## config.mk

```make
export PLATFORM = sky130hd
export DESIGN_NAME = ps2_host_ctrl
export DESIGN_NICKNAME = d
export VERILOG_FILES = /design/src/rtl/ps2_host_ctrl.sv
export SDC_FILE = /design/constraint.sdc
export NUM_CORES = 1
export LEC_CHECK = 0
export BUFFER_PORTS_ARGS = -buffer_cell sky130_fd_sc_hd__buf_2
export CORE_MARGIN = 2
export CORE_UTILIZATION = 64
export CTS_CLUSTER_SIZE = 12
export DETAILED_ROUTE_END_ITERATION = 7
export MAX_ROUTING_LAYER = met4
export PLACE_DENSITY = 0.84
export SETUP_SLACK_MARGIN = 0.4
export SYNTH_ARGS = -nofsm -noshare
export SYNTH_HDL_FRONTEND = slang
export SYNTH_SLANG_ARGS = --single-unit
```

## constraint.sdc

```tcl
create_clock -name clk -period 3.83 [get_ports clk]
set_input_delay 0 -clock clk [delete_from_list [all_inputs] [get_ports clk]]
set_output_delay 0 -clock clk [all_outputs]
set_load 0.02 [all_outputs]
```

## src/rtl/ps2_host_ctrl.sv

```systemverilog
// rtl/ps2_host_ctrl.sv - PS/2 host protocol controller: device frame receive, command transmit with inhibit/RTS/ACK.
// Optional RX parity checking is enabled by defining PS2_HOST_PARITY_CHECK_EN.
module ps2_host_ctrl #(
   parameter int FILTER_LEN     = 4,
   parameter int INHIBIT_CYCLES = 5000,
   parameter int TIMEOUT_CYCLES = 750000
) (
   input  logic       clk,
   input  logic       rst_n,
   input  logic       ps2_clk_d,
   input  logic       ps2_data_d,
   output logic       ps2_clk_q,
   output logic       ps2_data_q,
   input  logic [7:0] tx_data,
   input  logic       tx_valid,
   output logic       tx_ready,
   output logic       tx_done,
   output logic       tx_err,
   output logic [7:0] rx_data,
   output logic       rx_valid,
   output logic       rx_err,
   output logic       busy
);

   localparam int FW = $clog2(FILTER_LEN + 1);
   localparam int IW = $clog2(INHIBIT_CYCLES + 1);
   localparam int WW = $clog2(TIMEOUT_CYCLES + 1);

   typedef enum logic [2:0] {
      S_IDLE, S_RX, S_TX_INHIBIT, S_TX_RTS, S_TX_BITS, S_TX_ACK, S_TX_RECOVER
   } state_t;

   state_t          state, state_n;
   logic            clk_s, data_s, filt, fall;
   logic [FW-1:0]   filt_cnt;
   logic [IW-1:0]   inh_cnt;
   logic [WW-1:0]   wd;
   logic [3:0]      cnt;
   logic [9:0]      rx_shift;
   logic [8:0]      tx_shift;
   logic            data_drv;
   logic            rx_err_r, tx_err_r;
   logic            accept, wd_run, timeout, inh_last;
   logic            rx_par_good, rx_par_ok, rx_frame_ok;

   // Sync stage plus glitch filter; fall is asserted in the first cycle the filtered clock is low.
   always_ff @(posedge clk or negedge rst_n) begin
      if (!rst_n) begin
         clk_s    <= 1'b1;
         data_s   <= 1'b1;
         filt     <= 1'b1;
         filt_cnt <= '0;
         fall     <= 1'b0;
      end else begin
         clk_s  <= ps2_clk_d;
         data_s <= ps2_data_d;
         fall   <= 1'b0;
         if (clk_s == filt) begin
            filt_cnt <= '0;
         end else if (filt_cnt == FW'(FILTER_LEN - 1)) begin
            filt     <= clk_s;
            filt_cnt <= '0;
            fall     <= filt;
         end else begin
            filt_cnt <= filt_cnt + 1'b1;
         end
      end
   end

   assign inh_last    = (inh_cnt == IW'(INHIBIT_CYCLES));
   assign rx_par_good = ^rx_shift[9:1];
`ifdef PS2_HOST_PARITY_CHECK_EN
   assign rx_par_ok   = rx_par_good;
`else
   // Parity is still captured so the frame layout is identical in both builds.
   assign rx_par_ok   = rx_par_good | 1'b1;
`endif
   assign rx_frame_ok = !rx_shift[0] && data_s && rx_par_ok;

   always_ff @(posedge clk or negedge rst_n) begin
      if (!rst_n) state <= S_IDLE;
      else        state <= state_n;
   end

   always_comb begin
      state_n = state;
      accept  = 1'b0;
      wd_run  = (state == S_RX) || (state == S_TX_RTS) || (state == S_TX_BITS) ||
                (state == S_TX_ACK) || (state == S_TX_RECOVER);
      timeout = wd_run && !fall && (wd == WW'(TIMEOUT_CYCLES - 1));
      case (state)
         S_IDLE: begin
            if (fall) begin
               state_n = S_RX;
            end else if (tx_valid) begin
               accept  = 1'b1;
               state_n = S_TX_INHIBIT;
            end
         end
         S_RX:         if (fall && cnt == 4'd10) state_n = S_IDLE;
         S_TX_INHIBIT: if (inh_last) state_n = S_TX_RTS;
         S_TX_RTS:     state_n = S_TX_BITS;
         S_TX_BITS:    if (fall && cnt == 4'd9) state_n = S_TX_ACK;
         S_TX_ACK:     if (fall) state_n = S_TX_RECOVER;
         S_TX_RECOVER: if (filt && data_s) state_n = S_IDLE;
         default:      state_n = S_IDLE;
      endcase
      if (timeout) state_n = S_IDLE;
   end

   always_ff @(posedge clk or negedge rst_n) begin
      if (!rst_n) begin
         inh_cnt  <= '0;
         wd       <= '0;
         cnt      <= '0;
         rx_shift <= '0;
         tx_shift <= '0;
         data_drv <= 1'b0;
         rx_data  <= 8'h00;
         rx_valid <= 1'b0;
         rx_err_r <= 1'b0;
         tx_done  <= 1'b0;
         tx_err_r <= 1'b0;
      end else begin
         rx_valid <= 1'b0;
         rx_err_r <= 1'b0;
         tx_done  <= 1'b0;
         tx_err_r <= 1'b0;
         if (!wd_run || fall || state_n != state) wd <= '0;
         else                                      wd <= wd + 1'b1;
         if (state == S_TX_INHIBIT && state_n == S_TX_INHIBIT) inh_cnt <= inh_cnt + 1'b1;
         else                                                   inh_cnt <= '0;
         case (state)
            S_IDLE: begin
               if (fall) begin
                  cnt      <= 4'd1;
                  rx_shift <= {data_s, rx_shift[9:1]};
               end else if (accept) begin
                  cnt      <= 4'd0;
                  tx_shift <= {~^tx_data, tx_data};
                  data_drv <= 1'b1;
               end
            end
            S_RX: begin
               if (fall) begin
                  if (cnt == 4'd10) begin
                     if (rx_frame_ok) begin
                        rx_data  <= rx_shift[8:1];
                        rx_valid <= 1'b1;
                     end else begin
                        rx_err_r <= 1'b1;
                     end
                  end else begin
                     rx_shift <= {data_s, rx_shift[9:1]};
                     cnt      <= cnt + 1'b1;
                  end
               end
            end
            S_TX_BITS: begin
               if (fall) begin
                  if (cnt == 4'd9) begin
                     data_drv <= 1'b0;
                  end else begin
                     data_drv <= ~tx_shift[0];
                     tx_shift <= {1'b0, tx_shift[8:1]};
                  end
                  cnt <= cnt + 1'b1;
               end
            end
            S_TX_ACK: begin
               if (fall) begin
                  if (!data_s) tx_done  <= 1'b1;
                  else         tx_err_r <= 1'b1;
               end
            end
            default: ;
         endcase
         if (timeout) data_drv <= 1'b0;
      end
   end

   assign ps2_clk_q  = (state == S_TX_INHIBIT);
   assign ps2_data_q = (state == S_TX_INHIBIT && inh_last) || (state == S_TX_RTS) ||
                       (state == S_TX_BITS && data_drv && !timeout);
   assign tx_ready   = (state == S_IDLE);
   assign busy       = (state != S_IDLE);
   assign tx_err     = tx_err_r | (timeout && state != S_RX);
   assign rx_err     = rx_err_r | (timeout && state == S_RX);

endmodule

```

==> results.txt <==
The floorplan has 28 rows. The final antenna diode count is 0. The first global-routing pass estimated 12670 um of wire. The worst register-to-register path begins at inh_cnt[0]$_DFF_PN0_. For this run, asynchronously set or reset flops after synthesis account for 100.0%. Beginning of the worst hold path: tx_valid. The time the final worst path needs with I/O delays and setup came out at 2.599 ns. The count of buffers added on input and output ports is 28. For the placer's final routability congestion estimate, the log shows 0.8611. The tightest min-delay check is of the in2reg type.

After synthesis, the cell types taking the most area are sky130_fd_sc_hd__dfrtp_1 49%, sky130_fd_sc_hd__xnor2_1 5.7%, sky130_fd_sc_hd__mux2_2 5.2%, sky130_fd_sc_hd__nor2_1 3.5%, sky130_fd_sc_hd__nor3_1 3.2%. The buffer depth of the longest clock path was 2. The tools report the launching element of the worst setup path as inh_cnt[0]$_DFF_PN0_. The number of distinct library cell variants in the gate-level netlist after synthesis was 48; the power per unit of standard cell area was 381.2 mW/mm2. The synthesized net count was 382; the initial core utilization was 65.75%. For this run, design rule violations remaining after detail routing come to 0. The worst register-to-register path has a depth of 7. The clock transition at the registers of the reported paths was 0.09 ns.

The final setup violation count came out at 0. The boundary pin count is 29. Cell accounting for the most synthesized area: sky130_fd_sc_hd__dfrtp_1. For the pin with the worst max-slew slack, the measured transition is 0.9534 ns.

The synthesized design contains 79 register bits. The critical path class was reg2out. Along the worst path, the maximum fanout reaches 5. After floorplanning, the core was sized to cover 0.005886 mm2.

STA classifies the critical path startpoint as a flop. The logs give 0 for the number of antenna violations at the first check in global routing and 80 for the largest net degree at the start of global routing. The pre-antenna-repair detailed-routing pass consisted of 5 iterations. The run gives 0 as the number of antenna-violating nets in the routed design. The mapped netlist covers 0.003870 mm2. The Yosys step of the flow raised 0 warnings. The post-route netlist has 18.72% of its cells at a drive strength greater than 1. The part of the cycle the worst path needs was 67.87%; the maximum operating frequency was 384.7 MHz. The run finished with clean final reports.

For the number of DRC violations after detailed-routing iteration 0, the log shows 163. The area share of the largest cell type after synthesis was 49.14%. The number of CTS-inserted buffers was 9.

The synthesized instance count is 362. Number of hold-slack violations in the final timing report: 0. Required time reported for the critical path endpoint: 3.83 ns. The worst setup path is captured at an output pin. The number of global-route vias before repair was 2736; the via density per instance was 5.794.

The horizontal extent of the die was 81.76 um; the arrival time of the worst setup path was 2.60 ns. The minimum setup slack among reg-to-reg paths was 1.26 ns. TritonCTS built the clock tree. The endpoint identified for the worst register-to-register timing path is inh_cnt[4]$_DFF_PN0_.

The area growth from synthesis to layout came out at 13.51%. Sequential cells were found to cover 51.18% of the synthesized design area. The synthesized area per cell was 10.69 um2. The prevailing post-synth register cell was sky130_fd_sc_hd__dfrtp_1. The die is 81.76 um tall.

Counting every sink on the clock net gives 79. In the final timing run, aggregate negative setup slack is 0 ns. The final route contains 2787 vias. The tools report the final wirelength as 7243 um. Clock tree root driver cell: sky130_fd_sc_hd__clkbuf_8. The overall die area was 0.006685 mm2; the deepest level of the CTS H-tree was 3. Global routing finished with a remaining overflow of 0. In this run, synthesis inferred 0 flip-flops with an integrated enable. Static leakage: 0.001995 uW. The relative slew slack is 36.44%, and the later-pin clock latency in the skew report is 0.36 ns. The wire length per cell after detailed routing was 15.06 um.

Post-DP HPWL: 4707 um. The critical path ends at ps2_data_q. Setup repair after global routing left no endpoint under its margin. Global routing consumed, over all layers together, 25.82% of the routing resources. The number of nets at the end of the flow was 421; the filler cell count in the final layout was 390. For the setup skew after layout, the log shows 0.01028 ns.

Power comes to 1675 uW. The worst-case IR drop observed on VDD is 264.1 uV. The number of pins with negative max-slew slack in the final report is 0, and the count of maximum capacitance violations is 0.
## logic make-up after synthesis
family	synth area share (%)
multiplexers	7.565
adder cells (fa/ha/maj)	2.263
XOR/XNOR	8.374
AO/OA/AOI/OAI	7.598
flip-flops	51.18
AND/OR/NAND/NOR	19.50
buffers and inverters	3.524
## cell type report
cell class / count / area, um2 / share of cell area (%)
clock buffer: 9 / 123.9 / 2.820
clock inverter: 7 / 108.9 / 2.478
inverter: 18 / 67.56 / 1.538
multi-input combinational: 253 / 1758 / 40.02
sequential: 79 / 1981 / 45.09
tap: 75 / 93.84 / 2.136
timing repair buffer: 40 / 260.3 / 5.924
## worst max-delay path, stage by stage, from the launching register on
cell	delay, ns
sky130_fd_sc_hd__dfrtp_1	0.42
sky130_fd_sc_hd__inv_1	0.07
sky130_fd_sc_hd__ha_1	0.12
sky130_fd_sc_hd__or4bb_1	0.48
sky130_fd_sc_hd__nor4_1	0.63
sky130_fd_sc_hd__o21ai_0	0.18
sky130_fd_sc_hd__o21ai_0	0.14
sky130_fd_sc_hd__buf_2	0.21
## synthesized netlist by cell type, types with 3 or more instances
master and number:
sky130_fd_sc_hd__dfrtp_1 76, sky130_fd_sc_hd__nor2_1 36, sky130_fd_sc_hd__nor3_1 25, sky130_fd_sc_hd__xnor2_1 25
sky130_fd_sc_hd__inv_1 18, sky130_fd_sc_hd__mux2_2 18, sky130_fd_sc_hd__nand2_1 16, sky130_fd_sc_hd__nand3_1 14
sky130_fd_sc_hd__a21oi_1 13, sky130_fd_sc_hd__xor2_1 12, sky130_fd_sc_hd__o21ai_0 11, sky130_fd_sc_hd__mux2i_1 9
sky130_fd_sc_hd__clkbuf_1 8, sky130_fd_sc_hd__ha_1 7, sky130_fd_sc_hd__nor3b_1 7, sky130_fd_sc_hd__and3_1 6
sky130_fd_sc_hd__nand4_1 6, sky130_fd_sc_hd__and4_1 5, sky130_fd_sc_hd__o211ai_1 4, sky130_fd_sc_hd__a21o_1 3
sky130_fd_sc_hd__buf_6 3, sky130_fd_sc_hd__dfstp_2 3, sky130_fd_sc_hd__or3_1 3
## power by group
group | switching (uW) | total, uW | internal, uW
combinational | 44.7 | 88.0 | 43.3
clock | 336 | 719 | 383
sequential | 14.1 | 868 | 854
total | 395 | 1670 | 1280
## state kept, by name, summed over array words and instances (netlist names)
| signal | cells |
|---|---|
| fall | 1 |
| rx_valid | 1 |
| data_drv | 1 |
| inh_cnt | 13 |
| wd | 20 |
| tx_done | 1 |
| clk_s | 1 |
| state | 3 |
| rx_err_r | 1 |
| cnt | 4 |
| filt_cnt | 3 |
| tx_err_r | 1 |
| data_s | 1 |
| tx_shift | 9 |
| rx_shift | 10 |
| rx_data | 8 |
| filt | 1 |
## routing by layer
| metal | part of all wire, % | global-route usage [%] |
|---|---|---|
| met5 | 0 | - |
| met4 | 0.83 | 7.000 |
| met3 | 4.4 | 7.802 |
| met2 | 51 | 41.63 |
| met1 | 44 | 31.91 |
## worst min-delay path by stage
stage	to	slack, ns	cells past startpoint
after floorplan	cnt[0]$_DFFE_PN0P_	-0.30	0
after global placement	clk_s$_DFF_PN1_	0.10	1
after detailed placement	data_s$_DFF_PN1_	0.11	1
after CTS	state[1]$_DFF_PN0_	0.16	5
after global routing	state[1]$_DFF_PN0_	0.17	5
final	state[1]$_DFF_PN0_	0.17	5
## metrics by stage
stage                     worst slack (ns)  instances  cell area (um2)  hold WS (ns)  utilization [%]
after floorplan                      1.688        362             3870       -0.2956                -
after CTS                            1.219        481             4393        0.1564            74.64
after detailed placement             1.250        454             4050        0.1127            68.81
after global placement               1.493        454             4050        0.1049            68.81
final                                1.231        481             4393        0.1722            74.64
after global routing                0.9908        481             4393        0.1710            74.64
## timing repair
item,in CTS,in global routing
hold buffers,11,0
endpoints found under the hold margin,86,0
buffers inserted,0,0
gates resized for setup,0,0
## cell usage in the layout (no fill, tap or decap), types with 13 or more instances in the layout
master	synthesis	final
sky130_fd_sc_hd__a21oi_1	13	13
sky130_fd_sc_hd__buf_2	1	27
sky130_fd_sc_hd__dfrtp_1	76	76
sky130_fd_sc_hd__inv_1	18	18
sky130_fd_sc_hd__mux2_2	18	18
sky130_fd_sc_hd__nand2_1	16	16
sky130_fd_sc_hd__nand3_1	14	14
sky130_fd_sc_hd__nor2_1	36	36
sky130_fd_sc_hd__nor3_1	25	25
sky130_fd_sc_hd__xnor2_1	25	25
Power figures use the tool's default switching activity.
